## src/rtl/usb_tx_pkg.sv

```systemverilog
// ----------------------------------------------------------------------------
// usb_tx_pkg
// Shared types and constants for the USB transmit buffer slice.
//   tx_packet_t   : packet type handed to the transmitter (0 = no packet)
//   txbuf_state_t : command sequencer states of usb_tx_buffer
//   TXBUF_DEPTH   : default number of payload FIFO entries
// ----------------------------------------------------------------------------
package usb_tx_pkg;

    localparam int TXBUF_DEPTH  = 64;
    localparam int TXBUF_ADDR_W = $clog2(TXBUF_DEPTH);

    typedef enum logic [1:0] {
        PKT_NONE = 2'd0,
        PKT_DATA = 2'd1,
        PKT_ACK  = 2'd2,
        PKT_NAK  = 2'd3
    } tx_packet_t;

    typedef enum logic [1:0] {
        IDLE      = 2'd0,
        ISSUE     = 2'd1,
        WAIT_DONE = 2'd2
    } txbuf_state_t;

    // Encoding 0 is reserved for "no packet" and can never be commanded.
    function automatic logic isLegalCmd(input logic [1:0] cmd);
        return (cmd != PKT_NONE);
    endfunction

endpackage

```

## src/rtl/tx_fifo_mem.sv

```systemverilog
// ----------------------------------------------------------------------------
// tx_fifo_mem
// DEPTH x 8 payload storage for the transmit FIFO. Synchronous write port,
// asynchronous (fall-through) read port. The data array has no reset; the
// pointer and flag logic in the parent decides which entries are valid.
//   clk     : system clock, rising edge
//   we_i    : write enable
//   waddr_i : write address
//   wdata_i : write byte
//   raddr_i : read address
//   rdata_o : byte stored at raddr_i
// ----------------------------------------------------------------------------
module tx_fifo_mem #(
    parameter int DEPTH  = 64,
    parameter int ADDR_W = 6
) (
    input  logic              clk,
    input  logic              we_i,
    input  logic [ADDR_W-1:0] waddr_i,
    input  logic [7:0]        wdata_i,
    input  logic [ADDR_W-1:0] raddr_i,
    output logic [7:0]        rdata_o
);

    logic [7:0] mem_q [DEPTH];

    always_ff @(posedge clk) begin
        if (we_i) begin
            mem_q[waddr_i] <= wdata_i;
        end
    end

    assign rdata_o = mem_q[raddr_i];

endmodule

```

## src/rtl/usb_tx_buffer.sv

```systemverilog
// ----------------------------------------------------------------------------
// usb_tx_buffer
// Feeds the USB transmitter. The host loads payload bytes into a FIFO and
// then issues a one-cycle send command. The block announces the packet type
// for one cycle, holds the payload size snapshot while the packet is in
// flight, serves one byte per get_tx_packet, and waits for tx_done before
// accepting another command.
//   clk, rst            : clock (rising edge), async active-high reset
//   wr_en, wr_data      : host byte write
//   start_cmd,cmd_packet: send request (1=DATA, 2=ACK, 3=NAK, 0 illegal)
//   flush               : clear FIFO and sticky error (only while idle)
//   tx_packet           : packet type to transmitter, valid one cycle
//   tx_packet_data_size : payload byte count of the packet in flight
//   tx_packet_data      : head-of-FIFO byte, 0 when empty
//   get_tx_packet       : transmitter pop strobe
//   tx_done             : transmitter completion pulse
//   busy, send_done     : sequencer status
//   occupancy,full,empty: FIFO status
//   error               : sticky overflow / underflow / illegal command
// ----------------------------------------------------------------------------
module usb_tx_buffer
    import usb_tx_pkg::*;
#(
    parameter int DEPTH  = TXBUF_DEPTH,
    parameter int ADDR_W = $clog2(DEPTH)
) (
    input  logic       clk,
    input  logic       rst,
    input  logic       wr_en,
    input  logic [7:0] wr_data,
    input  logic       start_cmd,
    input  logic [1:0] cmd_packet,
    input  logic       flush,
    output logic [1:0] tx_packet,
    output logic [6:0] tx_packet_data_size,
    output logic [7:0] tx_packet_data,
    input  logic       get_tx_packet,
    input  logic       tx_done,
    output logic       busy,
    output logic       send_done,
    output logic [6:0] occupancy,
    output logic       full,
    output logic       empty,
    output logic       error
);

    // Pointers carry one extra wrap bit so full and empty are distinguishable.
    localparam int PTR_W = ADDR_W + 1;

    logic [PTR_W-1:0] wrPtr_q, wrPtr_d;
    logic [PTR_W-1:0] rdPtr_q, rdPtr_d;
    logic [PTR_W-1:0] occ;
    txbuf_state_t     state_q, state_d;
    tx_packet_t       pktType_q, pktType_d;
    logic [6:0]       pktSize_q, pktSize_d;
    logic             error_q, error_d;

    logic [7:0] memRdata;
    logic       fifoEmpty;
    logic       fifoFull;
    logic       flushTaken;
    logic       doPop;
    logic       doPush;
    logic       overflow;
    logic       underflow;
    logic       illegalCmd;

    assign occ       = wrPtr_q - rdPtr_q;
    assign fifoEmpty = (occ == '0);
    assign fifoFull  = (occ == PTR_W'(DEPTH));

    // A flush only counts while idle, and it overrides any same-cycle
    // write or pop so the FIFO comes out truly empty.
    assign flushTaken = flush && (state_q == IDLE);
    assign doPop      = get_tx_packet && !fifoEmpty && !flushTaken;
    // A simultaneous pop frees the slot, so a write into a full FIFO is fine.
    assign doPush     = wr_en && (!fifoFull || doPop) && !flushTaken;
    assign overflow   = wr_en && fifoFull && !doPop && !flushTaken;
    // Popping an empty FIFO is an error even if a byte is written in the
    // same cycle: there is no write-to-read bypass.
    assign underflow  = get_tx_packet && fifoEmpty;

    tx_fifo_mem #(
        .DEPTH  (DEPTH),
        .ADDR_W (ADDR_W)
    ) u_mem (
        .clk     (clk),
        .we_i    (doPush),
        .waddr_i (wrPtr_q[ADDR_W-1:0]),
        .wdata_i (wr_data),
        .raddr_i (rdPtr_q[ADDR_W-1:0]),
        .rdata_o (memRdata)
    );

    always_comb begin
        wrPtr_d = wrPtr_q;
        rdPtr_d = rdPtr_q;
        if (flushTaken) begin
            wrPtr_d = '0;
            rdPtr_d = '0;
        end else begin
            if (doPush) begin
                wrPtr_d = wrPtr_q + PTR_W'(1);
            end
            if (doPop) begin
                rdPtr_d = rdPtr_q + PTR_W'(1);
            end
        end
    end

    // Command sequencer. The DATA size snapshot uses the occupancy before
    // this cycle's write, so a byte written alongside start_cmd is not part
    // of the packet. The size register is cleared on the way back to IDLE.
    always_comb begin
        state_d    = state_q;
        pktType_d  = pktType_q;
        pktSize_d  = pktSize_q;
        illegalCmd = 1'b0;
        send_done  = 1'b0;
        tx_packet  = PKT_NONE;
        unique case (state_q)
            IDLE: begin
                if (start_cmd) begin
                    if (isLegalCmd(cmd_packet)) begin
                        pktType_d = tx_packet_t'(cmd_packet);
                        pktSize_d = (cmd_packet == PKT_DATA) ? 7'(occ) : 7'd0;
                        state_d   = ISSUE;
                    end else begin
                        illegalCmd = 1'b1;
                    end
                end
            end
            ISSUE: begin
                tx_packet = pktType_q;
                state_d   = WAIT_DONE;
            end
            WAIT_DONE: begin
                if (tx_done) begin
                    send_done = 1'b1;
                    pktSize_d = 7'd0;
                    state_d   = IDLE;
                end
            end
            default: begin
                state_d   = IDLE;
                pktSize_d = 7'd0;
            end
        endcase
    end

    // Sticky error: a flush clears it and takes precedence over new events.
    always_comb begin
        error_d = error_q;
        if (flushTaken) begin
            error_d = 1'b0;
        end else if (overflow || underflow || illegalCmd) begin
            error_d = 1'b1;
        end
    end

    always_ff @(posedge clk or posedge rst) begin
        if (rst) begin
            wrPtr_q   <= '0;
            rdPtr_q   <= '0;
            state_q   <= IDLE;
            pktType_q <= PKT_NONE;
            pktSize_q <= 7'd0;
            error_q   <= 1'b0;
        end else begin
            wrPtr_q   <= wrPtr_d;
            rdPtr_q   <= rdPtr_d;
            state_q   <= state_d;
            pktType_q <= pktType_d;
            pktSize_q <= pktSize_d;
            error_q   <= error_d;
        end
    end

    assign busy                = (state_q != IDLE);
    assign occupancy           = 7'(occ);
    assign full                = fifoFull;
    assign empty               = fifoEmpty;
    assign error               = error_q;
    assign tx_packet_data      = fifoEmpty ? 8'h00 : memRdata;
    assign tx_packet_data_size = pktSize_q;

endmodule

```

## config.mk

```make
export PLATFORM = sky130hd
export DESIGN_NAME = usb_tx_buffer
export DESIGN_NICKNAME = d
export VERILOG_FILES = /design/src/rtl/usb_tx_pkg.sv /design/src/rtl/tx_fifo_mem.sv /design/src/rtl/usb_tx_buffer.sv
export SDC_FILE = /design/constraint.sdc
export NUM_CORES = 1
export LEC_CHECK = 0
export CORE_MARGIN = 2
export CORE_UTILIZATION = 25
export DETAILED_ROUTE_END_ITERATION = 6
export GPL_ROUTABILITY_DRIVEN = 0
export GPL_TIMING_DRIVEN = 0
export PLACE_DENSITY_LB_ADDON = 0.3
export SLEW_MARGIN = 30
export SYNTH_ARGS = -nofsm -noshare
export SYNTH_HDL_FRONTEND = slang
export SYNTH_SLANG_ARGS = --single-unit
```

## constraint.sdc

```tcl
create_clock -name clk -period 9.75 [get_ports clk]
set_clock_uncertainty 0.2 [all_clocks]
set_input_delay 1.95 -clock clk [delete_from_list [all_inputs] [get_ports clk]]
set_output_delay 1.95 -clock clk [all_outputs]
set_load 0.005 [all_outputs]
```

==> qor.yml <==
hpwl_mm: 43.5
synth_cell_type_count: 55
place_area_sq_mm: 0.0245
num_antenna_cells: 0
crit_path_start: "rdPtr_q[1]"
required_ns: 7.60
arrival_ns: 6.02
routedWlPerCell_microns: 24.5
p_per_area_mw_per_mm2: 248
clockBufferDepth: 3
slew_headroom: 0.305
startpoint_type: "flop"
syn2layout_area_growth_pct: 20.9
regToRegEndpoint: "u_mem.mem_q[31][1]"
most-common-layout-cells: "edfxtp_1, mux4_2, nand2_1, buf_2, mux2i_1"
rsz0062_at_grt: "no"
holdPathStages: 2
max_slew.worst_pin.slew_ns: 1.04
crit_fanout: 11
hold_violations: 0
drv_slew: 0
synth_adder_area_share: 0.00552
crit_type: "reg2out"
antenna_found_initial: 2
synth_nets: 1189
drt_iter0_drc: 1518
cts_buffers: 56
reg2reg_setup_slack_ns: 4.27
drt_pass1_iterations: 5
period_minus_slack_ns: 8.17
dieHeight_microns: 299
syn_area_sq_mm: 0.0218
hold_class: "reg2reg"
post_drt_via_cell_ratio: 4.85
whs_endpoint: "pktType_q[0]"
post_cts_resized: 0
p_leak_nw: 8.25
nNetsFinal: 1371
ys_seq_area_frac: 0.737
multi_input_area_sq_mm: 0.00572
die_width_microns: 299
maxCapViolations: 0
clk_latency_ns: 0.62
synth_enable_flop_cells: 512
synth_seq_cells: 538
drive_above_1_share: 0.275
fin_crit_sh: 0.838
grt_pass1_vias: 12448
status: "finished, final reports clean"
rr_worst_depth: 14
grt_usage: 0.139
route.detailed.drc: 0
fillers: 8502
clk_pin_slew_ns: 0.06
cts_setup_buffers: 0
cts_root_buf: "clkbuf_16"
yosysWarningCount: 0
end_kind: "output port"
synthXorXnorAreaFrac: 0.00121
syn_inst: 1163
worstHoldStart: "pktType_q[0]"
layout_commonest_cell: "edfxtp_1"
cts_hold_buf: 0
syn_avg_cell_area_sq_um: 18.7
htreeDepth: 2
core_area_sq_mm: 0.0865
ir_worst_vdd_v: 0.000146
vias: 12341
ant_nets: 0
io-pin-count: 46
synthFlopType: "edfxtp_1"
ys_async_sr_fraction: 0.0483
wirelength_mm: 62.4
synthMuxAreaShare: 0.142
fin_setup_tns_ns: 0
reg2reg_from: "rdPtr_q[1]"
die_area_sq_mm: 0.0894
finalSetupViolations: 0
initial_utilization: 0.252
synth_top_family_by_area: "multiplexers"
synth_compound_area_frac: 0.0443
fmax_mhz: 122
final_area_sq_mm: 0.0263
cts_tree: "yes"
numClockSinks: 538
grt_start_max_net_pins: 65
grt_overflow: 0
rows: 108
register_area_sq_mm: 0.0160
yosys.area_share.simple: 0.0523
io_buffers: 44
grt_first_pass_wirelength_mm: 90.5
[cell usage after synthesis (9+ instances only)]
| master | n | area (sq um) |
|---|---|---|
| o32ai_1 | 10 | 87.6 |
| inv_1 | 16 | 60.1 |
| nand3_1 | 22 | 110 |
| nor2_1 | 30 | 113 |
| buf_2 | 16 | 80.1 |
| clkbuf_1 | 29 | 109 |
| nor4_1 | 39 | 244 |
| mux2i_1 | 57 | 571 |
| nand2_1 | 70 | 263 |
| a21oi_1 | 23 | 115 |
| o21ai_0 | 14 | 70.1 |
| nand2b_1 | 14 | 87.6 |
| nor3_1 | 26 | 130 |
| a22o_1 | 17 | 149 |
| a22oi_1 | 21 | 158 |
| mux4_2 | 111 | 2500 |
| edfxtp_1 | 512 | 15400 |
| dfrtp_1 | 26 | 651 |
| a211oi_1 | 9 | 67.6 |
[worst max path at each step]
stage	endpoint	slack, ns	cells past startpoint
after global routing	tx_packet_data[7]	1.41	13
after floorplan	tx_packet_data[7]	4.60	12
after global placement	tx_packet_data[7]	2.10	13
after detailed placement	tx_packet_data[7]	2.32	13
final	tx_packet_data[7]	1.58	13
after CTS	tx_packet_data[7]	1.63	13
[layer usage]
layer  vias up  wire length, microns  GRT usage
met5         -                     0          0
met4         0                  1660     0.0399
li1       5174                     -          -
met2       580                 27300      0.206
met1      6474                 28200      0.206
met3       113                  5280     0.0274
[flip-flops by register name, indices dropped and copies added, names as in the netlist]
register	cells
error	1
pktType_q	2
rdPtr_q	7
state_q	2
tx_packet_data_size	7
u_mem.mem_q	512
wrPtr_q	7
[worst max-delay path, cell delays in order (launching register included)]
cell	delay (ns)
dfrtp_1	0.35
buf_2	0.35
buf_1	0.70
inv_2	0.43
fa_1	0.60
a211o_1	0.31
a21oi_1	0.15
o211ai_1	0.17
and2_1	0.21
clkbuf_1	0.23
and2_1	0.23
buf_2	0.23
nor4bb_2	0.77
clkdlybuf4s50_1	0.65
[cells by family after synthesis]
kind of cell / count (synthesis)
fa+ha+maj: 9
compound gates: 131
buf+inv: 84
mux: 169
xor+xnor: 3
simple gates: 229
flops: 538
[area by class of cell]
type,instances,share of cell area
well taps,1155,0.0549
flip-flops and latches,538,0.609
clock inverters,30,0.0107
clock buffers,74,0.0558
multi-input cells,541,0.217
repair buffers,124,0.0365
plain buffers,64,0.0125
inverters,20,0.00285
[per-stage QoR]
step                      total power, mW  hold slack (ns)  setup slack (ns)  std cells   util
after global placement               4.45            0.280              2.10       2362  0.273
after detailed placement             4.50            0.263              2.32       2442  0.284
after floorplan                      3.68            0.244              4.60       1163      -
after global routing                 6.77            0.321              1.41       2546  0.304
after CTS                            6.58            0.277              1.63       2546  0.304
final                                6.52            0.272              1.58       2546  0.304
[power by group]
group          switching, mW  internal, mW
Clock                  0.899          1.17
Sequential            0.0213          2.58
Combinational           1.11         0.743
Total                   2.03          4.49
Power figures use the tool's default switching activity.
